## src/rtl/mult_div_unit.sv

```systemverilog
// Iterative HI/LO multiply/divide unit for the execute stage.
// A multiply or divide runs for 32 cycles on operand magnitudes. A final
// cycle then applies the result signs and writes HI/LO.
module mult_div_unit #(
    parameter int                 DATA_W  = 32,
    parameter logic [DATA_W-1:0]  DIV0_LO = 32'hFFFFFFFF
) (
    input  logic              clk,
    input  logic              reset,
    input  logic              start,
    input  logic [1:0]        op,
    input  logic [DATA_W-1:0] src_a,
    input  logic [DATA_W-1:0] src_b,
    input  logic              hi_we,
    input  logic              lo_we,
    input  logic [DATA_W-1:0] wdata,
    output logic [DATA_W-1:0] hi,
    output logic [DATA_W-1:0] lo,
    output logic              busy,
    output logic              done
);

    localparam int ACC_W = 2 * DATA_W;
    localparam int CNT_W = $clog2(DATA_W);
    localparam logic [CNT_W-1:0] LAST_COUNT = CNT_W'(DATA_W - 1);

    typedef enum logic [1:0] {
        IDLE = 2'd0,
        RUN  = 2'd1,
        FIN  = 2'd2
    } stateType;

    stateType          state;
    stateType          nextState;
    logic              opDiv;
    logic              negQuot;
    logic              negRem;
    logic [DATA_W-1:0] rawA;
    logic [DATA_W-1:0] opA;
    logic [DATA_W-1:0] opB;
    logic [ACC_W-1:0]  acc;
    logic [CNT_W-1:0]  count;

    logic [DATA_W:0]   mulSum;
    logic [DATA_W:0]   divShifted;
    logic [DATA_W:0]   divDiff;
    logic              divBit;
    logic [DATA_W-1:0] divRem;
    logic [DATA_W-1:0] magA;
    logic [DATA_W-1:0] magB;
    logic [ACC_W-1:0]  result;

    // State register; reset abandons any operation in flight.
    always_ff @(posedge clk) begin
        if (reset) begin
            state <= IDLE;
        end else begin
            state <= nextState;
        end
    end

    // Next-state and busy decode: one capture edge, 32 iteration edges, one write-back edge.
    always_comb begin
        nextState = state;
        busy      = 1'b0;
        case (state)
            IDLE: begin
                if (start) begin
                    nextState = RUN;
                end
            end
            RUN: begin
                busy = 1'b1;
                if (count == LAST_COUNT) begin
                    nextState = FIN;
                end
            end
            FIN: begin
                busy      = 1'b1;
                nextState = IDLE;
            end
            default: begin
                nextState = IDLE;
            end
        endcase
    end

    // Per-iteration arithmetic: add-shift multiply step and restoring divide step.
    always_comb begin
        magA       = (!op[0] && src_a[DATA_W-1]) ? -src_a : src_a;
        magB       = (!op[0] && src_b[DATA_W-1]) ? -src_b : src_b;
        mulSum     = {1'b0, acc[ACC_W-1:DATA_W]} + (opB[0] ? {1'b0, opA} : {(DATA_W+1){1'b0}});
        divShifted = {acc[ACC_W-1:DATA_W], opA[DATA_W-1]};
        divDiff    = divShifted - {1'b0, opB};
        divBit     = ~divDiff[DATA_W];
        divRem     = divBit ? divDiff[DATA_W-1:0] : divShifted[DATA_W-1:0];
    end

    // Sign correction and divide-by-zero override applied in the final cycle.
    always_comb begin
        result = acc;
        if (opDiv) begin
            if (opB == '0) begin
                result = {rawA, DIV0_LO};
            end else begin
                result[DATA_W-1:0]     = negQuot ? -acc[DATA_W-1:0] : acc[DATA_W-1:0];
                result[ACC_W-1:DATA_W] = negRem ? -acc[ACC_W-1:DATA_W] : acc[ACC_W-1:DATA_W];
            end
        end else if (negQuot) begin
            result = -acc;
        end
    end

    // Datapath: operand capture, iteration, HI/LO write-back and MTHI/MTLO.
    always_ff @(posedge clk) begin
        if (reset) begin
            hi      <= '0;
            lo      <= '0;
            done    <= 1'b0;
            opDiv   <= 1'b0;
            negQuot <= 1'b0;
            negRem  <= 1'b0;
            rawA    <= '0;
            opA     <= '0;
            opB     <= '0;
            acc     <= '0;
            count   <= '0;
        end else begin
            done <= 1'b0;
            case (state)
                IDLE: begin
                    if (hi_we) begin
                        hi <= wdata;
                    end
                    if (lo_we) begin
                        lo <= wdata;
                    end
                    if (start) begin
                        opDiv   <= op[1];
                        negQuot <= !op[0] && (src_a[DATA_W-1] ^ src_b[DATA_W-1]);
                        negRem  <= !op[0] && src_a[DATA_W-1];
                        rawA    <= src_a;
                        opA     <= magA;
                        opB     <= magB;
                        acc     <= '0;
                        count   <= '0;
                    end
                end
                RUN: begin
                    count <= count + CNT_W'(1);
                    if (opDiv) begin
                        acc <= {divRem, acc[DATA_W-2:0], divBit};
                        opA <= {opA[DATA_W-2:0], 1'b0};
                    end else begin
                        acc <= {mulSum, acc[DATA_W-1:1]};
                        opB <= {1'b0, opB[DATA_W-1:1]};
                    end
                end
                FIN: begin
                    hi   <= result[ACC_W-1:DATA_W];
                    lo   <= result[DATA_W-1:0];
                    done <= 1'b1;
                end
                default: begin
                end
            endcase
        end
    end

endmodule

```

## config.mk

```make
export PLATFORM = sky130hd
export DESIGN_NAME = mult_div_unit
export DESIGN_NICKNAME = d
export VERILOG_FILES = /design/src/rtl/mult_div_unit.sv
export SDC_FILE = /design/constraint.sdc
export NUM_CORES = 1
export LEC_CHECK = 0
export ABC_AREA = 1
export CAP_MARGIN = 20
export CORE_MARGIN = 2
export CORE_UTILIZATION = 35
export CTS_BUF_LIST = sky130_fd_sc_hd__clkbuf_16
export DETAILED_ROUTE_END_ITERATION = 6
export PLACE_DENSITY = 0.65
export SLEW_MARGIN = 30
export SYNTH_ARGS = -nofsm -noshare
export SYNTH_HDL_FRONTEND = slang
export SYNTH_SLANG_ARGS = --single-unit
```

## constraint.sdc

```tcl
create_clock -name clk -period 3.6 [get_ports clk]
set_input_delay 0.36 -clock clk [delete_from_list [all_inputs] [get_ports clk]]
set_output_delay 0.36 -clock clk [all_outputs]
set_load 0.05 [all_outputs]
```

==> results.ini, run 1 <==
[yosys]
synth_fp_nets = 3878
yosysSeqAreaShare_pct = 22.8
synth-seq-cells = 235
syn_area_mm2 = 0.0206
synth_cell_types = 48
synth_edf_count = 0
syn_avg_cell_area_um2 = 5.58
synthArstFlopShare_pct = 0
synth_flop_cell = dfxtp_1
syn_inst = 3699
yosys_warnings = 0

[routing]
wire_per_inst_um = 18.2
ant_nets = 0
vias = 24400
wl_met3_um = 7310
vias_per_cell = 5.30
wirelength_um = 83800
wl_met2_um = 36200
drtPass1Iterations = 6
wl_met1_um = 37200
highest_layer = met4
drt_iter0_drc = 2844
drc = 0

[clock_network]
clock_sinks = 235
cts_setup_buffers = 0
cts.path.max_buffers = 3
cts-htree-levels = 1
clkSlewWorstSetupHoldPaths_ns = 0.06
clock_latency_ns = 0.58
ctsHoldBuffers = 0
post_cts_resized = 0
cts-root-buf = clkbuf_16
cts_tree = built
cts_inserted_buffers = 30

[timing]
slew_headroom_pct = 39.4
finalSetupViolations = 0
timing.fmax_ghz = 0.328
timing.hold.ws_ns = 0.379
period_share_pct = 84.6
worst_pin_slew_ns = 0.904
tns_ns = 0
report.final.slew_viol_count = 0
rsz0062_at_grt = false
fin_crit_ns = 3.04
fin_skew_ns = 0.0136
hold_violations = 0
setup_slack_ns = 0.555

[worst_setup_path]
cp.arrival_ns = 3.54
path_max_fanout = 33
path_cells = inv_1 -> ha_1 -> fa_1 -> inv_1 -> nand2_1 -> nand2_1 -> nand3_1 -> nand2_1 -> nand2_1 -> nand2_1 -> nand2_1 -> nand2_1 -> nand2_2 -> nand2_4 -> nand2_1 -> nand3_1 -> nand2_1 -> a21oi_1
path_delay_family = simple AND/OR/NAND/NOR gates
crit_path_frequent_cell = nand2_1
start_kind = flop
worstPathRequired_ns = 4.09
cpPeakStageDelay_ns = 0.43
end_kind = flop
critical_path_buf_inv_count = 2
cp_slowest_cell = dfxtp_1
path_class = flop to flop

[placement]
gp_congestion = 0.997
post-place-ws_ns = 0.636
io_buffers = 168
hpwl_um = 65800
post_dp_cell_area_mm2 = 0.0232

[floorplan]
num_io_pins = 169
num_rows = 89
die_area_mm2 = 0.0609
dieWidth_um = 247
start_util_pct = 35.2
core_mm2 = 0.0587
die_h_um = 247

[final_layout]
area_delta_synth_final_pct = 16.8
diodes = 0
filler_cell_count = 6442
nNetsFinal = 3989
drive_gt1_share_pct = 3.92
postLayoutCoreUtil_pct = 41.1
fin_area_mm2 = 0.0241
final_cell_mix = 1,158 x nand2_1, 492 x inv_1, 374 x a21oi_1, 371 x nor2_1, 285 x nand3_1
final_common_cell = nand2_1

[grt]
grt_usage_pct = 26.5
antenna_found_initial = 0
first_global_vias = 21200
grt_max_degree = 86
gr-total-overflow = 0
grt_first_pass_wirelength_um = 126000

[pwr]
irDropWorstVdd_mv = 0.353
leakagePower_nw = 11.9
power_density_mw_per_mm2 = 439

[job]
maxCapViolCount = 0

[hold_path]
min_path_type = primary input to flop

[status]
outcome = finished clean

[tightest hold or removal path: cells and delay by family]
family / cells / cell delay [ns]
buffers and inverters: 2 / 0.34
AO/OA/AOI/OAI: 2 / 0.21
[routing by layer]
| metal | vias up | global-route usage, % |
|---|---|---|
| li1 | 12100 | - |
| met1 | 11100 | 37.5 |
| met2 | 1061 | 41.1 |
| met3 | 161 | 3.81 |
| met4 | 0 | 9.00 |
| met5 | - | 0 |
[synth_stat cells, types with 9 or more instances]
| cell | number | area [µm²] |
|---|---|---|
| dfxtp_1 | 235 | 4700 |
| clkbuf_1 | 117 | 439 |
| o21ai_0 | 258 | 1290 |
| nand3b_1 | 11 | 82.6 |
| xnor2_1 | 21 | 184 |
| nor3_1 | 27 | 135 |
| nand2_1 | 1158 | 4350 |
| o221ai_1 | 13 | 114 |
| a22oi_1 | 10 | 75.1 |
| nand4_1 | 47 | 294 |
| buf_1 | 16 | 60.1 |
| nor2_1 | 372 | 1400 |
| a21oi_1 | 374 | 1870 |
| inv_1 | 489 | 1840 |
| buf_2 | 19 | 95.1 |
| ha_1 | 74 | 926 |
| xor2_1 | 58 | 508 |
| nand3_1 | 285 | 1430 |
| nor4_1 | 9 | 56.3 |
| o211ai_1 | 24 | 180 |
[power by group]
group	internal (mW)	switching, mW
Sequential	2.89	0.228
Clock	1.69	1.25
Combinational	1.35	3.17
[layout make-up]
class,instances,area (µm²),area share [%]
Multi-Input combinational cell,2809,13400,55.7
Clock buffer,31,776,3.22
Clock inverter,21,156,0.649
Tap cell,773,967,4.01
Sequential cell,235,4710,19.5
Timing Repair Buffer,237,2200,9.11
Inverter,497,1870,7.74
[per-stage QoR]
| step | std cells | power, mW |
|---|---|---|
| 3_3_place_gp | 4551 | 7.58 |
| 3_5_place_dp | 4551 | 7.58 |
| 5_1_grt | 4603 | 11.2 |
| 2_1_floorplan | 3699 | 6.16 |
| 4_1_cts | 4603 | 10.5 |
| 6_report | 4603 | 10.6 |
[flip-flops by register name (all words and copies together) (netlist names)]
name / cells
acc: 64
count: 5
done: 1
hi: 32
lo: 32
negQuot: 1
negRem: 1
opA: 32
opB: 32
opDiv: 1
rawA: 32
state: 2
[cell families after synthesis]
| kind of cell | share of synthesized area (%) |
|---|---|
| simple gates | 38.5 |
| compound gates | 18.5 |
| buf+inv | 12.2 |
| flops | 22.8 |
| xor+xnor | 3.35 |
| fa+ha+maj | 4.68 |
[path summary, 6_finish.rpt]
check,start,end,slack [ns],cells after the start
max,opA[31],acc[48],0.56,18
min,reset,count[0],0.38,4
max reg2reg,opA[31],acc[48],0.56,18
min reg2reg,opB[28],opB[28],0.46,2
Power figures use the tool's default switching activity.
==> run 2: changes to the inputs <==
- clock period: 3.6 -> 3.1 ns (I/O delays scaled with it)
==> run 2 against run 1 <==
Net effect: sequential cell count did not move; core utilization rose by 0.35 points; fmax rose by 5.0%; critical path depth fell by 5; sequential power rose by 17%; global-route usage rose by 0.60 points; die area did not move.
==> results.ini, run 2 (synthesis gave the netlist of run 1 again) <==
[status]
outcome = finished clean

[final_layout]
nNetsFinal = 3998
final_common_cell = nand2_1
final_cell_mix = 1,158 x nand2_1, 488 x inv_1, 374 x a21oi_1, 371 x nor2_1, 285 x nand3_1
regMostFlops = acc
filler_cell_count = 6487
ff_latch_area_mm2 = 0.00471
diodes = 0
drive_gt1_share_pct = 4.24
multiInputGateArea_mm2 = 0.0134
area_delta_synth_final_pct = 17.8
largest_reg_flops = 64

[clock_network]
clock_latency_ns = 0.59
cts_tree = built
clkSlewWorstSetupHoldPaths_ns = 0.06
cts-htree-levels = 1
cts_inserted_buffers = 29
clock_sinks = 235
cts.path.max_buffers = 3
cts-root-buf = clkbuf_16

[timing]
tns_ns = 0
worst_pin_slew_ns = 0.995
fin_crit_ns = 2.90
timing.hold.ws_ns = 0.0771
rsz0062_at_grt = false
fin_skew_ns = 0.0330
period_share_pct = 93.6
slew_headroom_pct = 33.7
hold_violations = 0
timing.fmax_ghz = 0.345
finalSetupViolations = 0
report.final.slew_viol_count = 0

[placement]
gp_congestion = 1.03
hpwl_um = 67300
io_buffers = 168

[routing]
wirelength_um = 85300
drt_iter0_drc = 2475
wire_per_inst_um = 18.5
vias = 24300
ant_nets = 0
drtPass1Iterations = 6
drc = 0
vias_per_cell = 5.27

[grt]
antenna_found_initial = 0
gr-total-overflow = 0
first_global_vias = 21500
grt_max_degree = 95
grt_first_pass_wirelength_um = 128000
grt_usage_pct = 27.1

[worst_setup_path]
path_class = flop to flop
worstPathRequired_ns = 3.52
path_max_fanout = 33
start_kind = flop
cp.arrival_ns = 3.32
end_kind = flop

[hold_path]
min_path_type = primary input to flop

[floorplan]
dieWidth_um = 247
die_area_mm2 = 0.0609
num_rows = 89
num_io_pins = 169
die_h_um = 247
start_util_pct = 35.2
core_mm2 = 0.0587

[job]
maxCapViolCount = 0

[pwr]
irDropWorstVdd_mv = 0.496
leakagePower_nw = 11.9
power_density_mw_per_mm2 = 517

## run 2: changes by cell type in the layout (fill, tap and decap cells not counted), moves of 2 or more
cell / change
bufinv_16: +2
buf_12: +5
dfxtp_2: +2
clkinv_2: -2
clkinv_1: +4
dfxtp_1: -2
buf_4: +4
inv_1: -4
clkinv_4: +2
## run 2: routing by layer
metal | wire (µm) | up-vias | share of wire, % | global-route usage [%]
li1 | - | 12100 | - | -
met1 | 38000 | 11100 | 45 | 37.8
met2 | 37300 | 944 | 44 | 42.5
met3 | 6330 | 176 | 7.4 | 3.58
met4 | 3690 | 0 | 4.3 | 9.94
met5 | 0 | - | 0 | 0
## run 2: cell type report
| type | count | share of cell area [%] |
|---|---|---|
| repair buffers | 247 | 9.64 |
| multi-input cells | 2809 | 55.3 |
| well taps | 773 | 3.98 |
| inverters | 497 | 7.68 |
| flip-flops and latches | 235 | 19.4 |
| clock buffers | 30 | 3.09 |
| clock inverters | 23 | 0.921 |
## run 2: path summary, 6_finish.rpt
check | startpoint | to | slack, ns | depth (start not counted)
hold reg to reg | opB[20] | opB[20] | 0.46 | 2
setup / recovery | acc[50] | acc[0] | 0.20 | 13
hold / removal | reset | done | 0.08 | 2
setup reg to reg | acc[50] | acc[0] | 0.20 | 13
## run 2: timing repair
item | 4_1_cts | 5_1_grt
setup endpoints to repair | 0 | 12
hold buffers | 0 | 0
gates resized for setup | 0 | 5
buffers inserted | 0 | 0
## run 2: worst max-delay path, cell delays in order (launching register included)
cell and delay (ns):
dfxtp_1 0.74, ha_1 0.43, nand2_1 0.16, inv_1 0.05, nand2_1 0.06, nand2_1 0.07
nand2_1 0.06, nand2_1 0.07, a21oi_1 0.23, nand2_1 0.10, nand2_2 0.15, nand2_8 0.18
o21ai_0 0.35, a21oi_1 0.11
## run 2: stage by stage
stage / setup slack (ns) / total power, mW / std cells / instance area [µm²] / utilization (%)
final: 0.199 / 12.6 / 4614 / 24300 / 41.4
after global routing: 0.0138 / 13.2 / 4614 / 24300 / 41.4
after CTS: 0.170 / 12.5 / 4614 / 24300 / 41.4
after detailed placement: 0.179 / 8.94 / 4561 / 23300 / 39.7
after global placement: 0.192 / 8.95 / 4561 / 23300 / 39.7
after floorplan: 0.482 / 7.15 / 3699 / 20600 / -
## run 2: power by group
part / total [mW] / internal (mW) / switching [mW]
clock network: 3.55 / 2.08 / 1.47
registers: 3.64 / 3.35 / 0.292
logic: 5.36 / 1.62 / 3.75
total: 12.6 / 7.05 / 5.51
==> run 3: changes to the inputs <==
- TNS_END_PERCENT: unset -> 1
==> results of run 3 <==
No change in the layout: final DEF, timing and power equal those of run 2.
